--- config.mk ---
export PLATFORM = sky130hd
export DESIGN_NAME = fetch_unit
export DESIGN_NICKNAME = d
export VERILOG_FILES = /design/src/rtl/mips_pkg.sv /design/src/rtl/next_pc_calc.sv /design/src/rtl/fetch_unit.sv
export SDC_FILE = /design/constraint.sdc
export NUM_CORES = 1
export LEC_CHECK = 0
export CAP_MARGIN = 20
export CORE_MARGIN = 4
export CORE_UTILIZATION = 30
export DETAILED_ROUTE_END_ITERATION = 6
export SYNTH_ARGS = -nofsm -noshare
export SYNTH_HDL_FRONTEND = slang
export SYNTH_SLANG_ARGS = --single-unit
--- constraint.sdc ---
create_clock -name clk -period 4 [get_ports clk]
set_clock_uncertainty 0.2 [all_clocks]
set_input_delay 0.6 -clock clk [delete_from_list [all_inputs] [get_ports clk]]
set_output_delay 0.6 -clock clk [all_outputs]
set_load 0.05 [all_outputs]
--- src/rtl/mips_pkg.sv ---
`default_nettype none
// ============================================================================
// Module      : mips_pkg
// Description : Shared fetch-stage types and instruction field constants.
// Revision    : 1.0
// ============================================================================
package mips_pkg;

    typedef enum logic [0:0] {
        FETCH = 1'b0,
        HOLD  = 1'b1
    } fetch_state_t;

    localparam int OPCODE_W    = 6;
    localparam int FUNCT_W     = 6;

    localparam int OPCODE_MSB  = 31;
    localparam int OPCODE_LSB  = 26;
    localparam int FUNCT_MSB   = 5;
    localparam int FUNCT_LSB   = 0;
    localparam int IMM_MSB     = 15;
    localparam int IMM_LSB     = 0;
    localparam int JTARGET_MSB = 25;
    localparam int JTARGET_LSB = 0;

    function automatic logic [31:0] sign_ext_imm(input logic [15:0] imm);
        return {{16{imm[15]}}, imm};
    endfunction

endpackage
`default_nettype wire

--- src/rtl/next_pc_calc.sv ---
`default_nettype none
// ============================================================================
// Module      : next_pc_calc
// Description : Combinational next-PC select (JR > J > taken BNE > PC+4).
// Revision    : 1.0
// ============================================================================
module next_pc_calc
    import mips_pkg::*;
(
    input  logic [31:0] pc_plus4,
    input  logic [31:0] instr,
    input  logic [31:0] jr_target,
    input  logic        Jump,
    input  logic        Branch,
    input  logic        JumpSel,
    input  logic        alu_zero,
    output logic [31:0] next_pc
);

    logic w_unused;
    assign w_unused = ^{instr[31:26], jr_target[1:0]};

    always_comb begin
        next_pc = pc_plus4;
        if (Jump && JumpSel) begin
            next_pc = {jr_target[31:2], 2'b00};
        end else if (Jump) begin
            next_pc = {pc_plus4[31:28], instr[JTARGET_MSB:JTARGET_LSB], 2'b00};
        end else if (Branch && !alu_zero) begin
            // wraps modulo 2^32 by construction
            next_pc = pc_plus4 + (sign_ext_imm(instr[IMM_MSB:IMM_LSB]) << 2);
        end
    end

endmodule
`default_nettype wire

--- src/rtl/fetch_unit.sv ---
`default_nettype none
// ============================================================================
// Module      : fetch_unit
// Description : Two-state instruction fetch stage; optional watchdog enabled
//               by defining FETCH_TIMEOUT_EN.
// Revision    : 1.0
// ============================================================================
module fetch_unit
    import mips_pkg::*;
#(
    parameter logic [31:0] RESET_PC       = 32'h0000_0000,
    parameter int          TIMEOUT_CYCLES = 16
) (
    input  logic                clk,
    input  logic                reset,
    output logic                imem_req,
    output logic [31:0]         imem_addr,
    input  logic                imem_ack,
    input  logic [31:0]         imem_rdata,
    input  logic                stall,
    input  logic                Jump,
    input  logic                Branch,
    input  logic                JumpSel,
    input  logic                alu_zero,
    input  logic [31:0]         jr_target,
    output logic [31:0]         instr,
    output logic [OPCODE_W-1:0] opcode,
    output logic [FUNCT_W-1:0]  funct,
    output logic [31:0]         pc,
    output logic [31:0]         pc_plus4,
    output logic                instr_valid,
    output logic                fetch_err
);

    fetch_state_t state_q, state_d;
    logic         run_q;
    logic [31:0]  pc_q, pc_d;
    logic [31:0]  instr_q, instr_d;
    logic [31:0]  w_next_pc;
    logic [31:0]  w_pc_plus4;
    logic         w_fetching;

    // run_q keeps the request low until the first edge after reset release
    assign w_fetching = run_q && (state_q == FETCH);
    assign w_pc_plus4 = pc_q + 32'd4;

    next_pc_calc u_next_pc_calc (
        .pc_plus4  (w_pc_plus4),
        .instr     (instr_q),
        .jr_target (jr_target),
        .Jump      (Jump),
        .Branch    (Branch),
        .JumpSel   (JumpSel),
        .alu_zero  (alu_zero),
        .next_pc   (w_next_pc)
    );

    always_comb begin
        state_d = state_q;
        pc_d    = pc_q;
        instr_d = instr_q;
        case (state_q)
            FETCH: begin
                if (w_fetching && imem_ack) begin
                    instr_d = imem_rdata;
                    state_d = HOLD;
                end
            end
            HOLD: begin
                if (!stall) begin
                    pc_d    = w_next_pc;
                    state_d = FETCH;
                end
            end
            default: state_d = FETCH;
        endcase
    end

    always_ff @(posedge clk or posedge reset) begin
        if (reset) begin
            state_q <= FETCH;
            run_q   <= 1'b0;
            pc_q    <= RESET_PC;
            instr_q <= '0;
        end else begin
            state_q <= state_d;
            run_q   <= 1'b1;
            pc_q    <= pc_d;
            instr_q <= instr_d;
        end
    end

`ifdef FETCH_TIMEOUT_EN
    localparam int CNT_W = $clog2(TIMEOUT_CYCLES + 1);

    logic [CNT_W-1:0] cnt_q, cnt_d;
    logic             err_q, err_d;

    // an ack in the expiry cycle wins: the counter only runs while unacked
    always_comb begin
        cnt_d = '0;
        err_d = 1'b0;
        if (w_fetching && !imem_ack) begin
            if (cnt_q == CNT_W'(TIMEOUT_CYCLES - 1)) begin
                err_d = 1'b1;
            end else begin
                cnt_d = cnt_q + 1'b1;
            end
        end
    end

    always_ff @(posedge clk or posedge reset) begin
        if (reset) begin
            cnt_q <= '0;
            err_q <= 1'b0;
        end else begin
            cnt_q <= cnt_d;
            err_q <= err_d;
        end
    end

    assign fetch_err = err_q;
`else
    logic w_unused_timeout;
    assign w_unused_timeout = (TIMEOUT_CYCLES != 0);
    assign fetch_err        = 1'b0;
`endif

    assign imem_req    = w_fetching;
    assign imem_addr   = pc_q;
    assign instr       = instr_q;
    assign opcode      = instr_q[OPCODE_MSB:OPCODE_LSB];
    assign funct       = instr_q[FUNCT_MSB:FUNCT_LSB];
    assign pc          = pc_q;
    assign pc_plus4    = w_pc_plus4;
    assign instr_valid = (state_q == HOLD);

endmodule
`default_nettype wire
### Word-level counts from Yosys, hierarchy flattened

Index checks and enable logic that the tools add are counted.

| storage, ports and cells | value |
|---|---|
| register bits after elaboration | 66 |
| input bits | 72 |
| logic and storage cells | 21 |

| cells by class | value |
|---|---|
| add/subtract/negate cells | 2 |
| mux-type cells | 6 |
| bitwise gates (word level) | 2 |
| reduce and logical (&&, ||, !) cells | 7 |

Operators by type and width:

| cell | number |
|---|---|
| 2-to-1 mux 32 bit | 3 |
| adder 32 x 3 -> 32 bit, second input constant | 1 |
| adder 32 bit | 1 |
| logical AND 1 bit | 4 |
| AND reduction 2 bit | 2 |
| 2-to-1 mux 1 bit | 2 |
| inverter 1 bit | 2 |
| one-hot mux 1 bit (2 select lines) | 1 |
| zero test 1 bit | 1 |

### Logic depth before layout (Yosys ltp)

Gate-level depths: netlist of run 1.

| depth | value |
|---|---|
| word-level depth | 5 |
| mapped depth | 16 |

### Hierarchy

Synthesis of run 1 repeated with hierarchy kept, for this count alone.

| second synthesis, totals | value |
|---|---|
| cell total of the unflattened synthesis | 600 |
| area, all modules | 5738.0 sq um |

Modules (own cells, without submodules):

| module | times used | cells an instance | area each (sq um) | seq. area each (sq um) |
|---|---|---|---|---|
| fetch_unit | 1 | 271 | 3363.2 | 1651.6 |
| next_pc_calc | 1 | 329 | 2374.8 | 0.0 |

### Worst setup path after synthesis of run 1

No wires, ideal clock.

| path | value |
|---|---|
| path type | register to register |
| from | register pc_q[2] (netlist: imem_addr[2]) |
| to | register pc_q[30] (netlist: imem_addr[30]) |
| library setup time | 0.121 ns |
| arrival time | 4.419 ns |
| required time | 3.679 ns |
| path slack | -0.740 ns |
| cell stages (with the launch flop) | 14 |
| path buffers | 1 |
| cell sequence | dfrtp_1 -> ha_1 -> nand3_1 -> nor3_2 -> nand3_1 -> xnor2_1 -> ha_1 -> clkbuf_1 -> a21o_1 -> a21o_1 -> a41oi_1 -> o21ai_0 -> a2111o_1 -> a22o_1 |

| between the ends | value |
|---|---|
| cells in the longest elaborated chain, start to end | 5 |

RTL lines:

| item | RTL line | source |
|---|---|---|
| start: declaration | fetch_unit.sv:37 | `logic [31:0] pc_q, pc_d;` |
| start signal: assignment | fetch_unit.sv:88 | `pc_q <= pc_d;` |
| adder 32 x 3 -> 32 bit | fetch_unit.sv:45 | `assign w_pc_plus4 = pc_q + 32'd4;` |
| via pc_plus4[16] | fetch_unit.sv:30 | `output logic [31:0] pc_plus4,` |
| adder 32 bit | next_pc_calc.sv:31 | `next_pc = pc_plus4 + (sign_ext_imm(instr[IMM_MSB:IMM_LSB]) << 2);` |
| 2-to-1 mux 32 bit | next_pc_calc.sv:29 | `end else if (Branch && !alu_zero) begin` |
| 2-to-1 mux 32 bit | next_pc_calc.sv:27 | `end else if (Jump) begin` |
| 2-to-1 mux 32 bit | next_pc_calc.sv:25 | `if (Jump && JumpSel) begin` |

The timed path passes the listed nets, and every way through them passes these cells.
A chain may end at the register's enable or synchronous reset.

### Worst setup path after layout of run 1

| path | value |
|---|---|
| from | register pc_q[21] (netlist: imem_addr[21]) |
| to | output port pc_plus4[25] |

| between the ends | value |
|---|---|
| cells in the longest elaborated chain, start to end | 1 |

RTL lines:

| item | RTL line |
|---|---|
| adder 32 x 3 -> 32 bit | fetch_unit.sv:45 |
| end: declaration | fetch_unit.sv:30 |

No other way between the ends.

==> impl_metrics.env, run 1 <==
export IMPL_reg2reg_slack_ns=0.23
export IMPL_multi_input_area_um2=4005
export IMPL_peakVddDrop_mv=0.4748
export IMPL_place_gp_congestion=0.9303
export IMPL_min_to="instr[22]"
export IMPL_rr_startpoint="imem_addr[8]"
export IMPL_internal_power_mw=3.366
export IMPL_regArea_um2=1618
export IMPL_cts_sinks=64
export IMPL_seq_area_frac_synth_pct=27.54
export IMPL_avgSynthCellArea_um2=8.414
export IMPL_fp_dieW_um=147.2
export IMPL_detail_route_vias_per_cell=5.123
export IMPL_min_delay_start="instr[22]"
export IMPL_layout_worst_path_cycle_share_pct=95.52
export IMPL_design_power_total_mw=7.467
export IMPL_crit_type="reg -> out"
export IMPL_worst_pin_slew_ns=0.7571
export IMPL_firstDrtPassIters=5
export IMPL_r2r_cells=12
export IMPL_cts_tree="yes"
export IMPL_fin_util_pct=45.98
export IMPL_drt_iter0_markers=408
export IMPL_async_flop_share_pct=100.0
export IMPL_grtUsageTotal_pct=19.67
export IMPL_p_comb_share_pct=73.6
export IMPL_grt_overflow=0
export IMPL_antenna_found_initial=0
export IMPL_setup_viol=0
export IMPL_grt_pass1_vias=5895
export IMPL_critical_path_required_ns=3.20
export IMPL_ys_flop_type="dfrtp_1"
export IMPL_placed_cells=1124
export IMPL_fin_hold_ws_ns=0.3191
export IMPL_fill_cells=1897
export IMPL_power_switching_mw=4.102
export IMPL_syn_inst=691
export IMPL_arrival_ns=3.02
export IMPL_seqPwrFrac_pct=15.8
export IMPL_n_antenna_cell=0
export IMPL_min_path_cells=1
export IMPL_cts_buffers=9
export IMPL_layoutNonFillerInstCount=1143
export IMPL_period_needed_ns=3.821
export IMPL_swShare_pct=54.93
export IMPL_synth_top_area_cell="dfrtp_1"
export IMPL_clk_pin_slew_ns=0.06
export IMPL_r2r_end="imem_addr[30]"
export IMPL_ys_seq_elements=64
export IMPL_rows=50
export IMPL_vias=5856
export IMPL_coreArea_um2=18890
export IMPL_io_pins=215
export IMPL_fin_nets=987
export IMPL_p_leak_nw=3.730
export IMPL_grt_pass1_wl_um=33750
export IMPL_clockPowerShare_pct=10.6
export IMPL_final_antenna_net_count=0
export IMPL_drcViolationCount=0
export IMPL_power_per_cell_area_nw_per_um2=859.6
export IMPL_placedInstanceArea_um2=8361
export IMPL_synthTopCellsByArea="dfrtp_1 (28%), mux2_2 (8.1%), ha_1 (7.7%), buf_4 (6.3%), nand2_1 (4.6%)"
export IMPL_final_cell_area_um2=8687
export IMPL_synth_top_area_share_pct=27.54
export IMPL_cts_buffer_depth=2
export IMPL_htreeDepth=3
export IMPL_critPathMaxFanout=5
export IMPL_finalMaxSlewViolations=0
export IMPL_status="complete, no violations"
export IMPL_end_kind="output port"
export IMPL_drt_total_wl_um=21530
export IMPL_synth_cell_types=55
export IMPL_max_freq_ghz=0.2617
export IMPL_post_place_ws_ns=0.2240
export IMPL_port_buffers=205
export IMPL_drive_gt1_share_pct=18.46
export IMPL_die_area_um2=21670
export IMPL_hold_path_class="reg -> reg"
export IMPL_finalSetupTns_ns=0
export IMPL_area_delta_synth_final_pct=49.41
export IMPL_maxCapViolCount=0
export IMPL_dieHeight_um=147.2
export IMPL_maxSlewHeadroom_pct=49.52
export IMPL_hold_viol_final=0
export IMPL_dp_hpwl_um=16810
export IMPL_yosysWarningCount=0
export IMPL_synth_edff_count=0
export IMPL_setup_slack_ns=0.1791
export IMPL_syn_area_um2=5814
export IMPL_start_util_pct=30.77
export IMPL_cts_root_buffer="clkbuf_16"
export IMPL_clkLatencyLatePin_ns=0.33
export IMPL_avgRoutedWirePerCell_um=18.83
export IMPL_rsz0062_at_grt="false"
export IMPL_start_kind="flip-flop"
export IMPL_grt_max_degree=38
final cells by class:
class                           count  area share (%)
Clock buffer                       12           2.722
Sequential cell                    64           18.62
Clock inverter                      4          0.5185
Tap cell                          260           3.745
Multi-Input combinational cell    537           46.10
Inverter                           14          0.6049
Timing Repair Buffer              252           27.68
cell usage in the layout, fill, tap and decap left out, types with 7 or more instances in the layout:
master	Yosys	final
dfrtp_1	64	51
clkdlybuf4s50_1	0	197
nor3_1	10	9
a21oi_1	48	45
o21ai_1	7	8
nor2_1	51	50
nand3_1	14	13
mux2_2	42	42
nand4_1	18	18
buf_4	49	51
a31oi_1	7	7
inv_1	14	13
clkbuf_16	0	9
mux2i_1	15	15
a21o_1	24	24
a211oi_1	10	10
ha_1	36	36
o21ai_0	41	40
xor2_1	15	8
nor2b_1	12	12
nand2_1	71	71
xnor2_1	30	12
o22ai_1	9	9
xnor2_2	0	12
dfrtp_2	0	13
conb_1	2	8
critical path: stages (launching register included):
cell	delay (ns)
dfrtp_1	0.51
and4_1	0.31
nand4_1	0.30
nor3_4	0.36
xor2_2	0.31
clkdlybuf4s50_1	0.88
cells in the mapped netlist (all sizes together) (11+ instances only):
master  count
nor2b      12
o21ai      48
a211oi     11
nor2       51
a21o       24
nand3      14
mux2       42
mux2i      15
buf        53
nand4      19
xor2       15
clkbuf     29
a21oi      48
ha         36
inv        14
nor3       12
dfrtp      64
xnor2      30
nand2      71
sequential cells by signal, indices dropped and copies added (netlist names):
| name | cells |
|---|---|
| run_q | 1 |
| instr | 32 |
| imem_addr | 30 |
| instr_valid | 1 |
cell families (layout without fill, tap and decap cells):
kind of cell	Yosys count	count (layout)	share of synthesized area [%]
and+or+nand+nor	198	198	16.18
other	2	8	0.1292
DFF	64	64	27.54
muxes	57	57	10.72
AOI/OAI and AO/OA	192	192	21.20
adders and majority gates	37	37	8.091
xor gates and xnor gates	45	45	6.779
buffers and inverters	96	282	9.361
repair_timing:
| action | CTS | global route |
|---|---|---|
| endpoints found under the setup margin | 0 | 8 |
| buffers inserted | 0 | 3 |
| resized for setup | 0 | 7 |
| endpoints found under the hold margin | 0 | 0 |
| hold buffers | 0 | 0 |
worst max-delay path by stage:
stage | startpoint | end | cells past startpoint
3_3_place_gp | imem_addr[8] | imem_addr[30] | 13
2_1_floorplan | imem_addr[2] | imem_addr[30] | 11
4_1_cts | imem_addr[21] | pc_plus4[27] | 6
6_report | imem_addr[21] | pc_plus4[25] | 5
5_1_grt | imem_addr[2] | imem_addr[31] | 15
3_5_place_dp | imem_addr[8] | imem_addr[30] | 13
power groups by stage:
stage / clock [mW] / sequential (mW) / combinational (mW)
after floorplan: 0 / 1.82 / 3.17
after global placement: 0 / 1.18 / 5.43
after detailed placement: 0 / 1.19 / 5.44
after CTS: 0.813 / 1.18 / 5.47
after global routing: 0.830 / 1.22 / 5.87
final: 0.790 / 1.18 / 5.50
routing by layer:
layer | wire length (um) | up-vias | global-route usage (%)
met1 | 9704 | 2802 | 27.10
met2 | 10210 | 214 | 31.94
met5 | 0 | - | 0
met4 | 211 | 0 | 4.007
met3 | 1404 | 17 | 4.257
li1 | - | 2823 | -
(Power assumes the default switching activity.)
==> run 2: changes to the inputs <==
- ABC_AREA: default -> 1
- GPL_TIMING_DRIVEN: default -> 1
- clock period: 4 -> 4.5 ns (I/O delays scaled with it)
==> run 2 against run 1 <==
  * Power down 20%
  * Synthesized cell count up 52%
  * Via count is 24% higher
  * Die area is 13% higher
  * Clock power is 8.0% lower
  * First-iteration DRC count increased by 22%
  * Critical path type is now reg -> reg
==> impl_metrics.env, run 2 <==
export IMPL_status="complete, no violations"
export IMPL_firstDrtPassIters=5
export IMPL_port_buffers=205
export IMPL_period_needed_ns=3.860
export IMPL_grt_pass1_wl_um=39370
export IMPL_path_delay_family="simple AND/OR/NAND/NOR gates"
export IMPL_dieHeight_um=156.4
export IMPL_crit_chain="ha_1, nand3_1, nor2_1, nand2_1, nor2_1, xor2_1, inv_1, ha_1, nand2_1, nor2_1, inv_1, nor2_1, nand4_1, nand3_1, nand2_1, nand3_1, nand2_1, nand2_1, nand2_1, nand2_1, nand2_1"
export IMPL_n_antenna_cell=0
export IMPL_largest_register_ffs=32
export IMPL_coreArea_um2=21760
export IMPL_power_per_cell_area_nw_per_um2=666.3
export IMPL_r2r_end="imem_addr[21]"
export IMPL_grtUsageTotal_pct=20.61
export IMPL_finalSetupTns_ns=0
export IMPL_min_delay_start="instr[22]"
export IMPL_arrival_ns=3.89
export IMPL_hold_path_class="reg -> reg"
export IMPL_peakVddDrop_mv=0.3603
export IMPL_dp_hpwl_um=20820
export IMPL_start_util_pct=30.35
export IMPL_critical_path_required_ns=4.53
export IMPL_io_pins=215
export IMPL_layout_worst_path_cycle_share_pct=85.77
export IMPL_setup_viol=0
export IMPL_min_path_cells=1
export IMPL_design_power_total_mw=5.959
export IMPL_final_common_cell="nand2_1"
export IMPL_synthTopCellsByArea="dfrtp_1 (24%), nand2_1 (18%), inv_1 (8.6%), ha_1 (6.8%), nor2_1 (6.0%)"
export IMPL_detail_route_vias_per_cell=4.833
export IMPL_drt_iter0_markers=498
export IMPL_vias=7235
export IMPL_cts_buffer_depth=2
export IMPL_clk_pin_slew_ns=0.06
export IMPL_worst_pin_slew_ns=1.029
export IMPL_synth_top_area_share_pct=24.26
export IMPL_critPathMaxFanout=8
export IMPL_synth_edff_count=0
export IMPL_start_kind="flip-flop"
export IMPL_maxCapViolCount=0
export IMPL_seq_area_frac_synth_pct=24.26
export IMPL_yosysWarningCount=0
export IMPL_hold_buffers=0
export IMPL_clkLatencyLatePin_ns=0.34
export IMPL_crit_buf_inv=2
export IMPL_synth_commonest_cells="nand2_1 (325), inv_1 (151), nor2_1 (105), nand3_1 (68), dfrtp_1 (64)"
export IMPL_slowest_delay_ns=0.53
export IMPL_syn_inst=1051
export IMPL_p_leak_nw=4.381
export IMPL_async_flop_share_pct=100.0
export IMPL_drcViolationCount=0
export IMPL_htreeDepth=3
export IMPL_drt_total_wl_um=25520
export IMPL_cts_sinks=64
export IMPL_post_place_ws_ns=0.7362
export IMPL_reg2reg_slack_ns=0.64
export IMPL_place_gp_congestion=0.9539
export IMPL_finalMaxSlewViolations=0
export IMPL_rows=54
export IMPL_fin_util_pct=41.10
export IMPL_avgRoutedWirePerCell_um=17.05
export IMPL_grt_max_degree=35
export IMPL_yosysMostFrequentCell="nand2_1"
export IMPL_fp_dieW_um=156.4
export IMPL_post_cts_resized=0
export IMPL_slowest_stage="dfrtp_1"
export IMPL_crit_type="reg -> reg"
export IMPL_ys_seq_elements=64
export IMPL_fin_nets=1321
export IMPL_cts_root_buffer="clkbuf_16"
export IMPL_grt_pass1_vias=7029
export IMPL_cts_buffers=9
export IMPL_synth_cell_types=39
export IMPL_fill_cells=2322
export IMPL_min_to="instr[22]"
export IMPL_drive_gt1_share_pct=6.409
export IMPL_rr_startpoint="imem_addr[2]"
export IMPL_antenna_found_initial=0
export IMPL_synth_top_area_cell="dfrtp_1"
export IMPL_final_antenna_net_count=0
export IMPL_r2r_cells=21
export IMPL_cpMostUsedCell="nand2_1"
export IMPL_cts_setup_buffers=0
export IMPL_max_freq_ghz=0.2591
export IMPL_final_cell_mix="nand2_1 (324), clkdlybuf4s50_1 (205), inv_1 (150), nor2_1 (104), nand3_1 (68)"
export IMPL_avgSynthCellArea_um2=6.282
export IMPL_grt_overflow=0
export IMPL_setup_slack_ns=0.6405
export IMPL_hold_viol_final=0
export IMPL_die_area_um2=24450
export IMPL_syn_area_um2=6603
export IMPL_maxSlewHeadroom_pct=31.33
export IMPL_rsz0062_at_grt="false"
export IMPL_area_delta_synth_final_pct=35.44
export IMPL_ys_flop_type="dfrtp_1"
export IMPL_end_kind="flip-flop"
export IMPL_cts_tree="yes"
run 2: per-layer routing:
layer	vias up	GRT usage, %	share of wire [%]
met4	0	5.702	2.0
met1	3305	27.44	44
met5	-	0	0
met3	35	4.535	7.0
met2	267	33.77	47
li1	3628	-	-
run 2: cells by family after synthesis:
group / synth area share, %
xor+xnor: 2.388
compound gates: 10.46
flops: 24.26
mux: 5.287
fa+ha+maj: 7.125
buf+inv: 15.61
simple gates: 34.75
other cells: 0.1137
run 2: cell type report:
type / count / area (um^2) / area share [%]
multi-input combinational: 770 / 3998 / 44.70
timing repair buffer: 214 / 2120 / 23.70
sequential: 64 / 1602 / 17.91
inverter: 153 / 574.3 / 6.422
tap: 280 / 350.3 / 3.918
clock buffer: 11 / 242.7 / 2.714
clock inverter: 5 / 56.30 / 0.6296
run 2: power breakdown:
part           leakage (nW)  switching [mW]  internal, mW
Combinational          3.47            2.88          1.34
Sequential            0.765           0.286         0.727
Clock                 0.145           0.283         0.443
Total                  4.38            3.45          2.51
run 2: stage by stage:
| stage | cells | hold slack [ns] | area (um^2) |
|---|---|---|---|
| floorplan | 1057 | 0.5617 | 6625 |
| global route | 1497 | 0.3602 | 8942 |
| finish | 1497 | 0.3329 | 8942 |
| CTS | 1497 | 0.3381 | 8942 |
| global placement | 1481 | 0.3165 | 8643 |
| detailed placement | 1481 | 0.3225 | 8643 |
run 2: worst max path at each step:
stage / slack [ns] / from / cells after the start / endpoint
final: 0.64 / imem_addr[2] / 21 / imem_addr[21]
after global routing: 0.30 / imem_addr[2] / 18 / imem_addr[22]
after CTS: 0.72 / imem_addr[2] / 10 / pc_plus4[24]
after detailed placement: 0.74 / imem_addr[2] / 21 / imem_addr[21]
after global placement: 0.76 / imem_addr[2] / 18 / imem_addr[22]
after floorplan: 0.60 / imem_addr[2] / 17 / imem_addr[31]
run 2: worst register-to-register path, stage by stage, from the launching register on:
cell     delay (ns)
dfrtp_1        0.53
ha_1           0.29
nand3_1        0.19
nor2_1         0.17
nand2_1        0.12
nor2_1         0.15
xor2_1         0.23
inv_1          0.14
ha_1           0.37
nand2_1        0.12
nor2_1         0.19
inv_1          0.07
nor2_1         0.23
nand4_1        0.20
nand3_1        0.11
nand2_1        0.06
nand3_1        0.11
nand2_1        0.09
nand2_1        0.06
nand2_1        0.04
nand2_1        0.06
nand2_1        0.05
